--- src/rtl/mips_fetch_unit_if.sv ---
// mips_fetch_unit_if: ready-based instruction memory request bus
interface mips_fetch_unit_if;
  logic        imem_req;
  logic [31:0] imem_addr;
  logic        imem_ready;
  logic [31:0] imem_data;
  modport master(output imem_req, imem_addr, input imem_ready, imem_data);
  modport slave(input imem_req, imem_addr, output imem_ready, imem_data);
endinterface

--- src/rtl/mips_fetch_unit.sv ---
// mips_fetch_unit: PC owner and fetch stage feeding the control decoder
module mips_fetch_unit #(
  parameter logic [31:0] PC_RESET = 32'h0040_0000,
  parameter logic [31:0] PC_STEP  = 32'd4
) (
  input  logic                      clk,
  input  logic                      reset,
  input  logic                      stall,
  input  logic                      branch_taken,
  input  logic [31:0]               branch_target,
  mips_fetch_unit_if.master         mem,
  output logic [31:0]               instruction,
  output logic                      instr_valid,
  output logic [31:0]               pc_out,
  output logic [31:0]               pc_4,
  output logic [5:0]                op
);
  typedef enum logic {S_BOOT, S_RUN} state_t;
  state_t      state, state_next;
  logic [31:0] pc;
  logic        slot_free, fire;
  always_ff @(posedge clk)
    if (!reset) state <= S_BOOT;
    else state <= state_next;
  always_comb begin
    state_next = S_RUN;
    slot_free = !instr_valid | !stall;
    mem.imem_req = reset & (state == S_RUN) & slot_free & !branch_taken;
  end
  assign fire          = mem.imem_req & mem.imem_ready;
  assign mem.imem_addr = pc;
  assign pc_4          = pc_out + 32'd4;
  assign op            = (reset & instr_valid) ? instruction[31:26] : 6'h3F;
  // redirect outranks both the memory response and the stall hold
  always_ff @(posedge clk)
    if (!reset) begin
      pc          <= PC_RESET;
      instruction <= '0;
      pc_out      <= '0;
      instr_valid <= 1'b0;
    end else if (branch_taken) begin
      pc          <= branch_target & ~32'h3;
      instr_valid <= 1'b0;
    end else if (fire) begin
      instruction <= mem.imem_data;
      pc_out      <= pc;
      pc          <= pc + PC_STEP;
      instr_valid <= 1'b1;
    end else if (instr_valid & !stall) begin
      instr_valid <= 1'b0;
    end
endmodule

--- src/flat_wrapper.sv ---
// flat-port wrapper written by rule: the top's interface ports become plain ports
module mips_fetch_unit_flat 
#(
  parameter logic [31:0] PC_RESET = 32'h0040_0000,
  parameter logic [31:0] PC_STEP  = 32'd4
)
  (clk, reset, stall, branch_taken, branch_target, instruction, instr_valid, pc_out, pc_4, op, mem_imem_req, mem_imem_addr, mem_imem_ready, mem_imem_data);
  mips_fetch_unit_if mem_i ();
  input  logic clk;
  input  logic reset;
  input  logic stall;
  input  logic branch_taken;
  input  logic [31:0] branch_target;
  output logic [31:0] instruction;
  output logic instr_valid;
  output logic [31:0] pc_out;
  output logic [31:0] pc_4;
  output logic [5:0] op;
  output wire logic [$bits(mem_i.imem_req)-1:0] mem_imem_req;
  output wire logic [$bits(mem_i.imem_addr)-1:0] mem_imem_addr;
  input wire logic [$bits(mem_i.imem_ready)-1:0] mem_imem_ready;
  input wire logic [$bits(mem_i.imem_data)-1:0] mem_imem_data;
  assign mem_imem_req = mem_i.imem_req;
  assign mem_imem_addr = mem_i.imem_addr;
  assign mem_i.imem_ready = mem_imem_ready;
  assign mem_i.imem_data = mem_imem_data;
  mips_fetch_unit #(.PC_RESET(PC_RESET), .PC_STEP(PC_STEP)) u_core (.clk(clk), .reset(reset), .stall(stall), .branch_taken(branch_taken), .branch_target(branch_target), .mem(mem_i), .instruction(instruction), .instr_valid(instr_valid), .pc_out(pc_out), .pc_4(pc_4), .op(op));
endmodule
--- config.mk ---
export PLATFORM = sky130hd
export DESIGN_NAME = mips_fetch_unit_flat
export DESIGN_NICKNAME = d
export VERILOG_FILES = /design/src/rtl/mips_fetch_unit_if.sv /design/src/rtl/mips_fetch_unit.sv /design/src/flat_wrapper.sv
export SDC_FILE = /design/constraint.sdc
export NUM_CORES = 1
export LEC_CHECK = 0
export BUFFER_PORTS_ARGS = -buffer_cell sky130_fd_sc_hd__buf_2
export CAP_MARGIN = 20
export CELL_PAD_IN_SITES_DETAIL_PLACEMENT = 0
export CELL_PAD_IN_SITES_GLOBAL_PLACEMENT = 2
export CORE_ASPECT_RATIO = 0.75
export CORE_MARGIN = 4
export CORE_UTILIZATION = 22
export DETAILED_ROUTE_END_ITERATION = 16
export PLACE_DENSITY = 0.85
export REMOVE_ABC_BUFFERS = 1
export SLEW_MARGIN = 20
export SYNTH_ARGS = -nofsm -noshare
export SYNTH_HDL_FRONTEND = slang
export SYNTH_SLANG_ARGS = --single-unit
--- constraint.sdc ---
create_clock -name clk -period 1.8 [get_ports clk]
set_input_delay 0.36 -clock clk [delete_from_list [all_inputs] [get_ports clk]]
set_output_delay 0.36 -clock clk [all_outputs]
set_load 0.005 [all_outputs]
* Yosys cells after proc, flatten, opt, wreduce, memory -nomap -nowiden
Index checks and enable logic that the tools add are counted.
** Storage, ports and cells
- Register bits after elaboration :: 98
** Operators by class
- Reductions and logical operators :: 7
- Bitwise logic cells :: 9
- Muxes and demuxes :: 6
- Add/sub/neg operators :: 2
** Operators with widths (number)
- 32-bit by 3-bit adder with 32-bit output (second input constant) :: 2
- 32-bit two-way mux :: 2
- 1-bit bitwise AND :: 6
- 6-bit two-way mux :: 1
- 2-bit nonzero test :: 2
- 1-bit logical NOT :: 3
- 1-bit two-way mux :: 3
- 1-bit NOT :: 2
- 2-bit AND reduction :: 1
- 2-bit OR reduction :: 1
- 1-bit bitwise OR :: 1

* Longest topological paths before layout
Gate-level depths: netlist (run 1).
- Depth in word-level cells :: 7
- Mapped depth :: 6
- Gate-level depth less buffers :: 6

* Worst setup path before layout (run 1)
Ideal clock, no wire load.
- Path kind :: register to output
- From :: register u_core.pc_out[8]
- To :: output port pc_4[24]
- Data arrival time :: 1.655 ns
- Slack :: -0.215 ns
- Stages on the path, launching flop included :: 6
- Data required time :: 1.440 ns
- Buffers on the path :: 0
- Cells stage by stage :: dfxtp_1 > nand4_1 > nor4_1 > nor2b_1 > nand4_1 > xnor2_1
** On the way
- Longest elaborated chain between the ends :: 1
** Ends and longest elaborated chain
- from (decl) :: line mips_fetch_unit.sv:14 : output logic [31:0] pc_out,
- from (signal assigned) :: line mips_fetch_unit.sv:46 : pc_out <= pc;
- 32-bit by 3-bit adder with 32-bit output :: line mips_fetch_unit.sv:32 : assign pc_4 = pc_out + 32'd4;
- to (decl) :: line flat_wrapper.sv:17 : output logic [31:0] pc_4;
No other way between the ends.

* Worst setup path after layout (run 1)
- From :: register u_core.pc_out[7]
- To :: output port pc_4[19]
The elaborated chain is that of the path after synthesis.

==> impl_results.md, run 1 <==
* Status: finished with violations
* Failing checks: setup timing
* Startpoint Class: flip-flop
* First drt pass iteration count at 4
* DIE HEIGHT at 131.8 um
* Initial antenna violation count at 2
* Vias in the first global route at 4676
* Syn_area_per_cell at 7.669 um2
* Total grt overflow at 0
* Hold Crit Class: in2reg
* Sinks on the clock net at 94
* Final setup viols at 24
* IO Pins at 205
* Worst clock skew at 10.16 ps
* Top_reg_cell synth: dfxtp_1
* Final hold vios at 0
* Nets@finish at between 900 and 1k
* Final Max Tran Viols at 0
* VDD IR max at 0.3508 mV
* Synth unique cells at between 40 and 50
* PD cells at around 680 nW/um2
* Minimum clock period at 2387 ps
* DRC errors left at 0
* LEAKAGE at 3.050 nW
* CTS root buffer: clkbuf_16
* Post-synth EDFFs at 0
* Top cell type's share of synthesized area at 0.4187
* Clk Latency, worst-skew pair at around 350 ps
* RD Place Congestion at 0.7962
* Max-cap violations at 0
* Post-route insts no fill at 1109
* Synth Warn # at 0
* CTS tree: done
* First-pass GRT wire length at 26.85 mm
* PortBufs at approximately 200
* Worst EP arrival at 2030 ps
* 1st-iter DRT viols at 265
* Max Fclk at 418.9 MHz
* Area growth, synth to finish at 53.37%
* Final WS setup at -586.9 ps
* Critical path endpoint category: primary output
* Clock transition at path regs at ~70 ps
* Antenna-violating nets left at 0
* H-tree depth at 3
* Number of synthesized register bits at 94
* Hold depth at 3
* Placed instance count at around 1.1k
* Rows at 44
* GRT Total Usage at 0.1475
* Largest net degree at the start of global routing at 50
* Drt wl/cell at roughly 16 um
* Setup Slack @ Placement at -266.1 ps
* CTS Hold Buffers Added at 0
* R2R depth at 6
* Netlist Area Pre-Place at 4494 um2
* Area contributors post-synth: dfxtp_1 42%, nand2_1 13%, a21oi_1 8.4%
* Die area at 22800 um2
* Initial Util at 0.2280
* CTS Buffer Depth at 2
* Core ar. at 19710 um2
* Ys async rst share at 0
* Crit Path Class: reg2out
* Synth Instances at about 590
* Drt total wl at 17.20 mm
* Biggest area consumer among synthesized cells: dfxtp_1
* RSZ-0062 raised after global routing: true
* Crit-path max FO at 4
* Hpwl dp at 13.03 mm
* Post-synthesis sequential area ratio at 0.4187
* Inserted Clock Buffers at 9
* Worst EP required at around 1400 ps
* Tcrit/Tclk final at 1.326
* Layout cell share with drive strength beyond 1 at 0.4175
* Vias per inst at 4.432
* Vias at 4915
* Die Wd at 173.0 um
-- area by class of cell --
cell class	count	area, um2
Fill cell	2122	12820
Multi-Input combinational cell	454	2668
Sequential cell	94	1896
Timing Repair Buffer	285	1685
Tap cell	253	316.6
Clock buffer	13	260.3
Clock inverter	3	42.54
Inverter	6	22.52
Antenna cell	1	2.502
-- synth_stat cells, drive strengths merged, types with 9 or more instances --
master	number
buf	14
a21oi	75
and3	10
o21ai	10
clkbuf	23
nor2	17
xnor2	25
nand3	30
and2	9
nand4	16
or2	9
nor3	9
nand2	158
dfxtp	94
xor2	18
-- through the flow --
| step | util | cell area (um2) | total power, mW | TNS (ps) | hold slack (ps) |
|---|---|---|---|---|---|
| floorplan | - | 4350 | 2.437 | -89820 | 387.7 |
| global placement | 0.3219 | 6345 | 2.770 | -3042 | 439.3 |
| detailed placement | 0.3219 | 6345 | 2.774 | -3392 | 443.1 |
| CTS | 0.3445 | 6789 | 4.784 | -9096 | 226.9 |
| global route | 0.3496 | 6890 | 4.929 | -12170 | 224.8 |
| finish | 0.3497 | 6893 | 4.714 | -9210 | 242.8 |
-- layout by cell type, fill, tap and decap left out, types with 10 or more instances in the layout --
| cell type | count |
|---|---|
| xor2_1 | 17 |
| buf_2 | 196 |
| nand4_1 | 16 |
| nand2_1 | 154 |
| dfxtp_1 | 87 |
| xnor2_1 | 23 |
| o21ai_0 | 10 |
| a21oi_1 | 75 |
| buf_4 | 84 |
| nand3_1 | 22 |
| nor2_1 | 14 |
-- where the power goes --
part	switching, mW	leakage, nW	internal, mW
Clock	0.835	0.146	1.15
Sequential	0.0581	0.769	2.14
Combinational	0.274	2.13	0.250
-- worst max-delay path: stages (launching register included) --
cell	delay [ps]
dfxtp_1	370
nand3_1	160
nor4_2	300
buf_4	200
and3_4	200
and4_1	190
xor2_1	130
buf_2	130
-- sequential cells by signal, indices dropped and copies added (netlist names) --
| name | count |
|---|---|
| u_core.instr_valid | 1 |
| u_core.instruction | 32 |
| u_core.mem.imem_addr | 30 |
| u_core.pc_out | 30 |
| u_core.state | 1 |
-- kinds of logic (layout without fill, tap and decap cells) --
group                      after synthesis  after routing  share of synthesized area
xor gates and xnor gates                43             43                    0.08380
AOI/OAI and AO/OA                      104            104                     0.1247
DFF                                     94             94                     0.4187
other                                    1              7                  0.0008344
muxes                                   11             11                    0.02617
and+or+nand+nor                        288            288                     0.2990
adders and majority gates                2              2                   0.005567
buffers and inverters                   43            307                    0.04120
-- what timing repair did --
action                     CTS  global route
setup endpoints to repair   32            43
resized for setup           32            21
setup buffers                4             0
pin swaps                   15             8
-- layer usage --
metal | global-route usage | part of all wire | vias to the layer above
li1 | - | - | 2516
met1 | 0.2077 | 0.48 | 2247
met2 | 0.2213 | 0.44 | 135
met3 | 0.04616 | 0.066 | 13
met4 | 0.03367 | 0.010 | 4
met5 | 0 | 0.0012 | -
-- final timing paths --
kind	slack, ps	start	endpoint
max	-590	u_core.pc_out[7]	pc_4[19]
min	240	mem_imem_data[12]	u_core.instruction[12]
min reg2reg	450	u_core.instruction[17]	u_core.instruction[17]
max reg2reg	60	u_core.mem.imem_addr[2]	u_core.mem.imem_addr[24]
Power figures use the tool's default switching activity.
==> run 2, diff against run 1 <==
CORE_MARGIN = 1.5   (was 4)
==> run 2 against run 1 <==
Clock skew down 0.78 ps. Worst setup slack got worse by 42 ps. First-iteration DRC count is 30% higher. Clock power decreased by 11%. Global-route usage is 0.89 points higher. Core utilization decreased by 0.23 points. Cell area grew 1.6%. Count of clock-buffer cells in the layout down 1. The run still ends with setup timing left.
==> impl_results.md, run 2 (synthesis gave the netlist of run 1 again) <==
* CTS root buffer: clkbuf_16
* Startpoint Class: flip-flop
* H-tree depth at 3 (unchanged)
* Status: finished with violations
* Clock transition at path regs at 60 ps (about the same)
* Worst Hold End: u_core.state
* Hold Crit Start: reset
* Met2 wire length at 6.981 mm (-7.7%)
* Tcrit/Tclk final at 1.349 (+0.02306)
* DR WL met3 at 1.401 mm (+24%)
* Hpwl dp at 12.84 mm (-1.5%)
* R2r startpoint: u_core.mem.imem_addr[2]
* Largest register FFs at 32 (unchanged)
* Largest net degree at the start of global routing at 35 (-30%)
* Final Max Tran Viols at 0 (unchanged)
* Die Wd at 168.0 um (-2.9%)
* Worst EP required at 1440 ps (about the same)
* Fillcell total at 2182 (+2.8%)
* Total grt overflow at 0 (unchanged)
* M1 wire length at 8.279 mm (-0.35%)
* Biggest register: u_core.instruction
* LEAKAGE at 3.173 nW (+4.0%)
* RR Endpoint: u_core.mem.imem_addr[30]
* R2R depth at 6 (unchanged)
* Hold depth at 1 (-2)
* Core ar. at 20160 um2 (+2.3%)
* Final WS setup at -628.4 ps (-41.51 ps)
* DIE HEIGHT at 126.8 um (-3.8%)
* Commonest non-fill, non-tap cell in the layout: buf_2
* Final Total Pwr at 4.517 mW (-4.2%)
* Inserted Clock Buffers at 9 (unchanged)
* GRT Total Usage at 0.1564 (+0.008904)
* First-pass GRT wire length at 25.60 mm (-4.7%)
* Minimum clock period at 2428 ps (+41.51 ps)
* Final setup viols at 24 (unchanged)
* CTS Buffer Depth at 2 (unchanged)
* VDD IR max at 0.3202 mV (-8.7%)
* Crit Path Class: reg2out
* Failing checks: setup timing
* PD cells at 645.0 nW/um2 (-5.7%)
* Setup Slack @ Placement at -388.7 ps (-122.6 ps)
* Drt wl/cell at 14.93 um (-3.7%)
* Hold Crit Class: in2reg
* Layout cell share with drive strength beyond 1 at 0.4358 (+0.01829)
* Initial Util at 0.2230 (-0.005067)
* Initial antenna violation count at 2 (unchanged)
* Setup_tns at -10190 ps (-984.9 ps)
* Clk Latency, worst-skew pair at 350 ps (about the same)
* First drt pass iteration count at 4 (unchanged)
* Vias per inst at 4.425 (-0.16%)
* PortBufs at 196 (unchanged)
* Vias at 4978 (+1.3%)
* Antenna-violating nets left at 0 (unchanged)
* CTS tree: done
* RD Place Congestion at 0.7854 (-1.4%)
* Drt total wl at 16.80 mm (-2.3%)
* Worst clock skew at 9.382 ps (-0.7756 ps)
* Sinks on the clock net at 94 (unchanged)
* Max-cap violations at 0 (unchanged)
* Area growth, synth to finish at 55.82%
* Crit-path max FO at 4 (unchanged)
* Rows at 45 (+2.3%)
* Final hold vios at 0 (unchanged)
* Top Metal Used: met5
* Critical path endpoint category: primary output
* Max Fclk at 411.8 MHz (-1.7%)
* Vias in the first global route at 4541 (-2.9%)
* Worst EP arrival at 2070 ps (+40 ps)
* DRC errors left at 0 (unchanged)
* IO Pins at 205 (unchanged)
* RSZ-0062 raised after global routing: true
* Die area at 21300 um2 (-6.6%)
* Nets@finish at 933 (+1.3%)
* Flop-to-flop setup slack at 20 ps (-40 ps)
* Final core occ at 0.3474 (-0.002309)
* 1st-iter DRT viols at 344 (+30%)
* CTS Hold Buffers Added at 0 (unchanged)
* Most frequent cells in the layout: 196 x buf_2, 152 x nand2_1, 97 x buf_4, 84 x dfxtp_1, 75 x a21oi_1
==> run 2: changes by cell type in the layout (fill, tap and decap cells not counted), moves of 3 or more <==
cell	delta
nor2_2	+3
nor4_4	+3
nor2_1	-3
buf_4	+13
dfxtp_1	-3
dfxtp_2	+4
==> run 2: cell type report <==
| cell class | count | area [um2] | share of cell area |
|---|---|---|---|
| multi-input cells | 454 | 2719 | 0.3882 |
| flip-flops and latches | 94 | 1897 | 0.2709 |
| repair buffers | 297 | 1780 | 0.2542 |
| well taps | 258 | 322.8 | 0.04610 |
| clock buffers | 12 | 246.5 | 0.03520 |
| inverters | 6 | 22.52 | 0.003216 |
| clock inverters | 2 | 10.01 | 0.001429 |
| diodes | 2 | 5.005 | 0.0007147 |
==> run 2: worst max-delay path, stage by stage (launching register included) <==
cell	delay [ps]
dfxtp_4	370
nand3_1	140
nor4_2	320
buf_4	190
and3_4	210
and4_1	210
xor2_1	140
buf_2	130
==> run 2: what timing repair did <==
item                       in CTS  in global routing
resized for setup              36                 30
pin swaps                      13                 22
setup endpoints to repair      28                 38
setup buffers                   5                  7
==> run 2: stage by stage <==
stage                     instances  cell area [um2]  hold WS, ps
after floorplan                 554             4350        387.7
after global placement         1099             6394        439.1
after detailed placement       1099             6394        444.1
after CTS                      1116             6803        172.7
after global routing           1123             6998        177.4
final                          1125             7003        195.7
==> run 2: per-layer routing <==
layer / GRT usage / vias up
li1: - / 2548
met1: 0.2221 / 2266
met2: 0.2260 / 150
met3: 0.05710 / 12
met4: 0.02862 / 2
met5: 0 / -
==> run 2: worst max-delay path by stage <==
| stage | endpoint | cells after the start | startpoint | slack, ps |
|---|---|---|---|---|
| 3_3_place_gp | pc_4[19] | 7 | u_core.pc_out[6] | -380 |
| 3_5_place_dp | pc_4[19] | 7 | u_core.pc_out[3] | -390 |
| 6_report | pc_4[19] | 7 | u_core.pc_out[3] | -630 |
| 4_1_cts | pc_4[19] | 7 | u_core.pc_out[8] | -610 |
| 5_1_grt | pc_4[19] | 7 | u_core.pc_out[3] | -720 |
| 2_1_floorplan | u_core.mem.imem_addr[15] | 5 | branch_taken | -1810 |
==> run 2: report_power, final <==
group	leakage [nW]	switching, mW	internal (mW)
clock network	0.128	0.816	0.957
registers	0.771	0.0475	2.14
logic	2.27	0.292	0.260
total	3.17	1.16	3.36
